## src/rtl/bram_port_arbiter_pkg.sv

```systemverilog
// Shared definitions for the BRAM port arbiter and the blocks around it.
//   arb_state_e   : arbiter FSM encoding (idle / locked to one owner)
//   DefAddrWidth  : default BRAM address width, shared with datapath and bram
//   DefDataWidth  : default BRAM data width, shared with datapath and bram
//   idx_width()   : width of a requester index for a given requester count
package bram_port_arbiter_pkg;

  typedef enum logic {
    ArbIdle   = 1'b0,
    ArbLocked = 1'b1
  } arb_state_e;

  localparam int unsigned DefAddrWidth = 16;
  localparam int unsigned DefDataWidth = 16;

  // Never returns 0 so a single-requester build still gets a legal vector.
  function automatic int unsigned idx_width(input int unsigned n);
    return (n > 1) ? $clog2(n) : 1;
  endfunction

endpackage

```

## src/rtl/bram_port_arbiter_rr_pick.sv

```systemverilog
// Combinational round-robin priority picker.
// Searches req upward starting just after the last granted index, wrapping
// modulo NUM_REQ, so the last winner has the lowest priority.
//   req   : request vector
//   last  : index granted most recently
//   gnt   : one-hot grant (zero when no request)
//   idx   : index of the granted requester (0 when no request)
//   valid : any request was picked
module bram_port_arbiter_rr_pick
  import bram_port_arbiter_pkg::*;
#(
  parameter int unsigned NUM_REQ = 2,
  localparam int unsigned IdxW = idx_width(NUM_REQ)
) (
  input  logic [NUM_REQ-1:0] req,
  input  logic [IdxW-1:0]    last,
  output logic [NUM_REQ-1:0] gnt,
  output logic [IdxW-1:0]    idx,
  output logic               valid
);

  logic [IdxW-1:0] cand;

  always_comb begin
    gnt   = '0;
    idx   = '0;
    valid = 1'b0;
    cand  = '0;
    for (int unsigned off = 1; off <= NUM_REQ; off++) begin
      cand = IdxW'((32'(last) + off) % NUM_REQ);
      if (!valid && req[cand]) begin
        valid     = 1'b1;
        gnt[cand] = 1'b1;
        idx       = cand;
      end
    end
  end

endmodule

```

## src/rtl/bram_port_arbiter.sv

```systemverilog
// Shares one synchronous BRAM port between NUM_REQ requesters.
// Round-robin arbitration with an optional bounded burst lock; grants are
// combinational, read data returns one cycle after a granted read.
//   clk, rst          : clock, asynchronous active-low reset
//   req, lock, we     : per-requester request / keep-port / write strobe
//   addr, wdata       : flattened per-requester address and write data
//   gnt               : one-hot (or zero) grant; the access happens this cycle
//   rvalid, rdata     : per-requester read valid, shared read data
//   mem_addr, mem_we,
//   mem_wdata, mem_rdata : BRAM port pins
module bram_port_arbiter
  import bram_port_arbiter_pkg::*;
#(
  parameter int unsigned NUM_REQ    = 2,
  parameter int unsigned ADDR_WIDTH = DefAddrWidth,
  parameter int unsigned DATA_WIDTH = DefDataWidth,
  parameter int unsigned MAX_BURST  = 8
) (
  input  logic                          clk,
  input  logic                          rst,
  input  logic [NUM_REQ-1:0]            req,
  input  logic [NUM_REQ-1:0]            lock,
  input  logic [NUM_REQ-1:0]            we,
  input  logic [NUM_REQ*ADDR_WIDTH-1:0] addr,
  input  logic [NUM_REQ*DATA_WIDTH-1:0] wdata,
  output logic [NUM_REQ-1:0]            gnt,
  output logic [NUM_REQ-1:0]            rvalid,
  output logic [DATA_WIDTH-1:0]         rdata,
  output logic [ADDR_WIDTH-1:0]         mem_addr,
  output logic                          mem_we,
  output logic [DATA_WIDTH-1:0]         mem_wdata,
  input  logic [DATA_WIDTH-1:0]         mem_rdata
);

  localparam int unsigned IdxW = idx_width(NUM_REQ);
  localparam int unsigned CntW = $clog2(MAX_BURST + 1);

  arb_state_e             state_q, state_d;
  logic [IdxW-1:0]        owner_q, owner_d;
  logic [IdxW-1:0]        last_gnt_q, last_gnt_d;
  logic [CntW-1:0]        burst_cnt_q, burst_cnt_d;
  logic [NUM_REQ-1:0]     rvalid_q;

  logic [NUM_REQ-1:0]     pick_gnt;
  logic [IdxW-1:0]        pick_idx;
  logic                   pick_valid;
  logic [IdxW-1:0]        gnt_idx;
  logic                   gnt_any;

  bram_port_arbiter_rr_pick #(
    .NUM_REQ (NUM_REQ)
  ) u_rr_pick (
    .req   (req),
    .last  (last_gnt_q),
    .gnt   (pick_gnt),
    .idx   (pick_idx),
    .valid (pick_valid)
  );

  always_comb begin
    state_d     = state_q;
    owner_d     = owner_q;
    burst_cnt_d = burst_cnt_q;
    last_gnt_d  = last_gnt_q;
    gnt         = '0;
    gnt_idx     = owner_q;
    gnt_any     = 1'b0;
    // Grants are suppressed while reset is held so the port stays quiet.
    if (rst) begin
      case (state_q)
        ArbIdle: begin
          if (pick_valid) begin
            gnt     = pick_gnt;
            gnt_idx = pick_idx;
            gnt_any = 1'b1;
            // With MAX_BURST of 1 a lock could never grant a second time.
            if (lock[pick_idx] && (MAX_BURST > 1)) begin
              state_d     = ArbLocked;
              owner_d     = pick_idx;
              burst_cnt_d = CntW'(1);
            end
          end
        end
        ArbLocked: begin
          if (req[owner_q]) begin
            gnt[owner_q] = 1'b1;
            gnt_any      = 1'b1;
            burst_cnt_d  = burst_cnt_q + CntW'(1);
            if (!lock[owner_q] || (burst_cnt_d == CntW'(MAX_BURST))) begin
              state_d = ArbIdle;
            end
          end else begin
            // Owner dropped its request: release the port without a grant.
            state_d = ArbIdle;
          end
        end
        default: state_d = ArbIdle;
      endcase
    end
    // last_gnt = old owner after a burst, so round-robin skips it next.
    if (gnt_any) begin
      last_gnt_d = gnt_idx;
    end
  end

  always_comb begin
    mem_addr  = '0;
    mem_wdata = '0;
    if (gnt_any) begin
      mem_addr  = addr[gnt_idx*ADDR_WIDTH +: ADDR_WIDTH];
      mem_wdata = wdata[gnt_idx*DATA_WIDTH +: DATA_WIDTH];
    end
  end

  assign mem_we = |(gnt & we);
  assign rvalid = rvalid_q;
  assign rdata  = mem_rdata;

  always_ff @(posedge clk or negedge rst) begin
    if (!rst) begin
      state_q     <= ArbIdle;
      owner_q     <= '0;
      last_gnt_q  <= IdxW'(NUM_REQ - 1);
      burst_cnt_q <= '0;
      rvalid_q    <= '0;
    end else begin
      state_q     <= state_d;
      owner_q     <= owner_d;
      last_gnt_q  <= last_gnt_d;
      burst_cnt_q <= burst_cnt_d;
      rvalid_q    <= gnt & ~we;
    end
  end

endmodule

```

## config.mk

```make
export PLATFORM = sky130hd
export DESIGN_NAME = bram_port_arbiter
export DESIGN_NICKNAME = d
export VERILOG_FILES = /design/src/rtl/bram_port_arbiter_pkg.sv /design/src/rtl/bram_port_arbiter_rr_pick.sv /design/src/rtl/bram_port_arbiter.sv
export SDC_FILE = /design/constraint.sdc
export NUM_CORES = 1
export LEC_CHECK = 0
export CORE_ASPECT_RATIO = 0.75
export CORE_MARGIN = 2
export CORE_UTILIZATION = 32
export CTS_BUF_LIST = sky130_fd_sc_hd__clkbuf_8
export DETAILED_ROUTE_END_ITERATION = 7
export HOLD_SLACK_MARGIN = 0.1
export PLACE_DENSITY = 0.86
export RECOVER_POWER = 50
export SLEW_MARGIN = 20
export SYNTH_ARGS = -nofsm -noshare
export SYNTH_HDL_FRONTEND = slang
export SYNTH_SLANG_ARGS = --single-unit
```

## constraint.sdc

```tcl
create_clock -name clk -period 2.7 [get_ports clk]
set_input_delay 0.675 -clock clk [delete_from_list [all_inputs] [get_ports clk]]
set_output_delay 0.675 -clock clk [all_outputs]
set_load 0.02 [all_outputs]
```

==> results <==
-- layout make-up --
cell class / instances / share of cell area
timing repair buffer: 137 / 0.502
multi-input combinational: 145 / 0.359
sequential: 9 / 0.0904
tap: 55 / 0.0275
clock buffer: 3 / 0.0165
inverter: 2 / 0.00300
clock inverter: 1 / 0.00200
-- stage by stage --
stage / worst slack (ns) / power (mW) / cell area, um^2
after global placement: -0.714 / 0.835 / 2440
after global routing: -0.00728 / 1.13 / 2500
final: 0.0270 / 1.05 / 2500
after detailed placement: -0.784 / 0.847 / 2440
after floorplan: 0.305 / 0.586 / 1360
after CTS: 0.000424 / 0.980 / 2450
-- critical path, delay by kind of cell --
kind	cells	cell delay [ns]
buffers and inverters	5	0.72
AO/OA/AOI/OAI	2	0.34
AND/OR/NAND/NOR	2	0.26
-- repair_timing --
action                                  in CTS  in global routing
endpoints found under the hold margin        0                  0
pin swaps                                    0                  2
resized for setup                          127                 32
gates cloned                                 0                  5
buffers inserted                             0                  2
endpoints found under the setup margin      35                 20
-- synth_stat cells (2+ instances only) --
cell type,n
nand3_1,3
buf_6,5
o211ai_1,4
nand2b_1,2
dfrtp_1,8
nor2b_1,2
buf_2,3
inv_1,2
nand2_1,72
a21oi_1,4
o21ai_0,3
o221ai_1,2
a21oi_2,31
o2111a_1,2
buf_4,21
-- logic make-up after synthesis --
logic type / after synthesis / share of synthesized area
adders and majority gates: 1 / 0.00920
and+or+nand+nor: 87 / 0.282
buffers and inverters: 32 / 0.184
AOI/OAI and AO/OA: 53 / 0.328
xor gates and xnor gates: 1 / 0.00644
muxes: 3 / 0.0239
DFF: 9 / 0.167
-- sequential cells by signal, summed over array words and instances, names as in the netlist --
| register | cells |
|---|---|
| state_q | 1 |
| rvalid | 2 |
| owner_q | 1 |
| last_gnt_q | 1 |
| burst_cnt_q | 4 |
-- layer usage --
metal,vias up,track usage,wire (um),share of wire
met2,89,0.305,2180,0.46
li1,837,-,-,-
met1,764,0.216,2010,0.42
met3,11,0.0551,501,0.11
met5,-,0,0,0
met4,0,0.0517,73,0.015
-- path summary, 6_finish.rpt --
path | startpoint | endpoint | cells past startpoint
min in group clk | burst_cnt_q[1]$_DFFE_PN0P_ | burst_cnt_q[1]$_DFFE_PN0P_ | 2
min | rst | rvalid[0]$_DFF_PN0_ | 2
max | req[1] | mem_addr[14] | 9
max in group asynchronous | rst | last_gnt_q$_DFFE_PN1P_ | 2
min reg2reg | burst_cnt_q[1]$_DFFE_PN0P_ | burst_cnt_q[1]$_DFFE_PN0P_ | 2
max reg2reg | last_gnt_q$_DFFE_PN1P_ | burst_cnt_q[0]$_DFFE_PN0P_ | 5
-- power breakdown --
part           switching [mW]  total [mW]  internal [mW]
Sequential             0.0289       0.192          0.163
Combinational           0.342       0.696          0.354
Clock                  0.0580       0.159          0.101
Total                   0.429        1.05          0.618
==> summary.txt <==
Outcome
  – Outcome: finished clean

Timing
  – Achievable Freq: 0.374 GHz
  – Final slew viol count: 0
  – Worst slew pin tran: 0.347 ns
  – Final setup viols: 0
  – Clock Skew: just over 0.0003 ns
  – WHS: 0.409 ns
  – Period utilization: 0.990
  – Fin Setup TNS: 0 ns
  – Relative slew slack: 0.767
  – Tmin final: 2.67 ns
  – Final Hold Vio Count: 0

Drt
  – Vias/cell: between 4 and 5
  – Drt drc: 0
  – Drt total wl: 4760 um
  – Drt pass-1 iters: 4
  – 1st-iter DRT viols: 81
  – Antenna Nets Post-Route: 0
  – Avg WL per Cell: 13.5 um
  – Vias: 1701

Placed design
  – GPL Wtd Cong: 0.927
  – DP HPWL: between 3000 and 4000 um
  – I/O Buffers: 108
  – Placed cell count: 341

Yosys
  – Mapped cell area: 1360 um^2
  – Ys flop type: dfrtp_1
  – Syn_nets: 275
  – Synth cell types: 37
  – Post-synth top area share: 0.200
  – Post-synth EDFFs: 0
  – FFs w/ async S/R, synth: 1.00
  – Synth area leader: a21oi_2
  – Seq/Total Area, Yosys: 0.167
  – Area contributors post-synth: a21oi_2 (20%), nand2_1 (20%), dfrtp_1 (15%)
  – Post-synthesis area per instance: 7.31 um^2
  – Synthesized flop and latch total: 9
  – Synth Instances: approximately 190
  – Synthesis Warnings: 0

Critical path
  – Worst EP required: 2.03 ns
  – Crit start category: input pin
  – Worst path most repeated cell: buf_6
  – Crit path cell chain: buf_2 -> nand3b_1 -> a32o_2 -> buf_12 -> buf_6 -> buf_6 -> nand2_1 -> a21oi_2 -> buf_4
  – Crit Path Max Fanout: 7
  – Critical path class: in -> out
  – Critical path capture point type: output port
  – FF-to-FF setup slack: 1.06 ns
  – Max stage delay on crit path: 0.28 ns
  – Arr. time, crit path: ~2 ns
  – Slowest CP cell: a32o_2

Global routing
  – Initial antenna violation count: 0
  – Vias in the first global route: 1548
  – Pin count of the biggest net entering global routing: 30
  – Remaining global-route overflow: 0
  – First-pass GRT wire length: around 6800 um
  – Total GRT Usage: 0.177

Power and ir drop
  – P per Cell Area: 418 nW/um^2
  – Maximum vdd drop: between 0.15 and 0.2 mV
  – Pleak: 1.09 nW

Floorplan
  – Initial core utilization: 0.333
  – Die area: 4790 um^2
  – Vert. Die Dim: 60.5 um
  – CORE AREA: ~4100 um^2
  – Io pins: 141
  – Die Width: 79.3 um
  – # rows: 20

Flow run
  – MaxCap Viol Count: 0

Final layout
  – N_diodes: 0
  – Multi-input gate area: ~900 um^2
  – Register Area: 226 um^2
  – Final Util: 0.614
  – Commonest non-fill, non-tap cell in the layout: nand2_1
  – Filler instances: 382
  – Most frequent cells in the layout: nand2_1 (72), clkdlybuf4s50_1 (67), a21oi_2 (31)
  – Count of nets after finishing: 387
  – Final std cells w/o fill: between 300 and 400
  – Layout cells sized above 1: 0.357
  – Syn-to-layout area delta: 84.2%

Clock network
  – Num CTS Buffers: 3
  – Hold_buf cts: 0
  – Clk buf depth: 2
  – Sink Count: 9
  – CTS tree: yes
  – Clock-pin slew on the worst setup and hold paths: approximately 0.05 ns
  – Root Buffer: clkbuf_8
  – Later-pin clock latency in the skew report: 0.24 ns
  – # H-tree levels: 1

Min path
  – Hold Path Class: in -> async
Note: power is estimated with default switching activity, not from simulation.
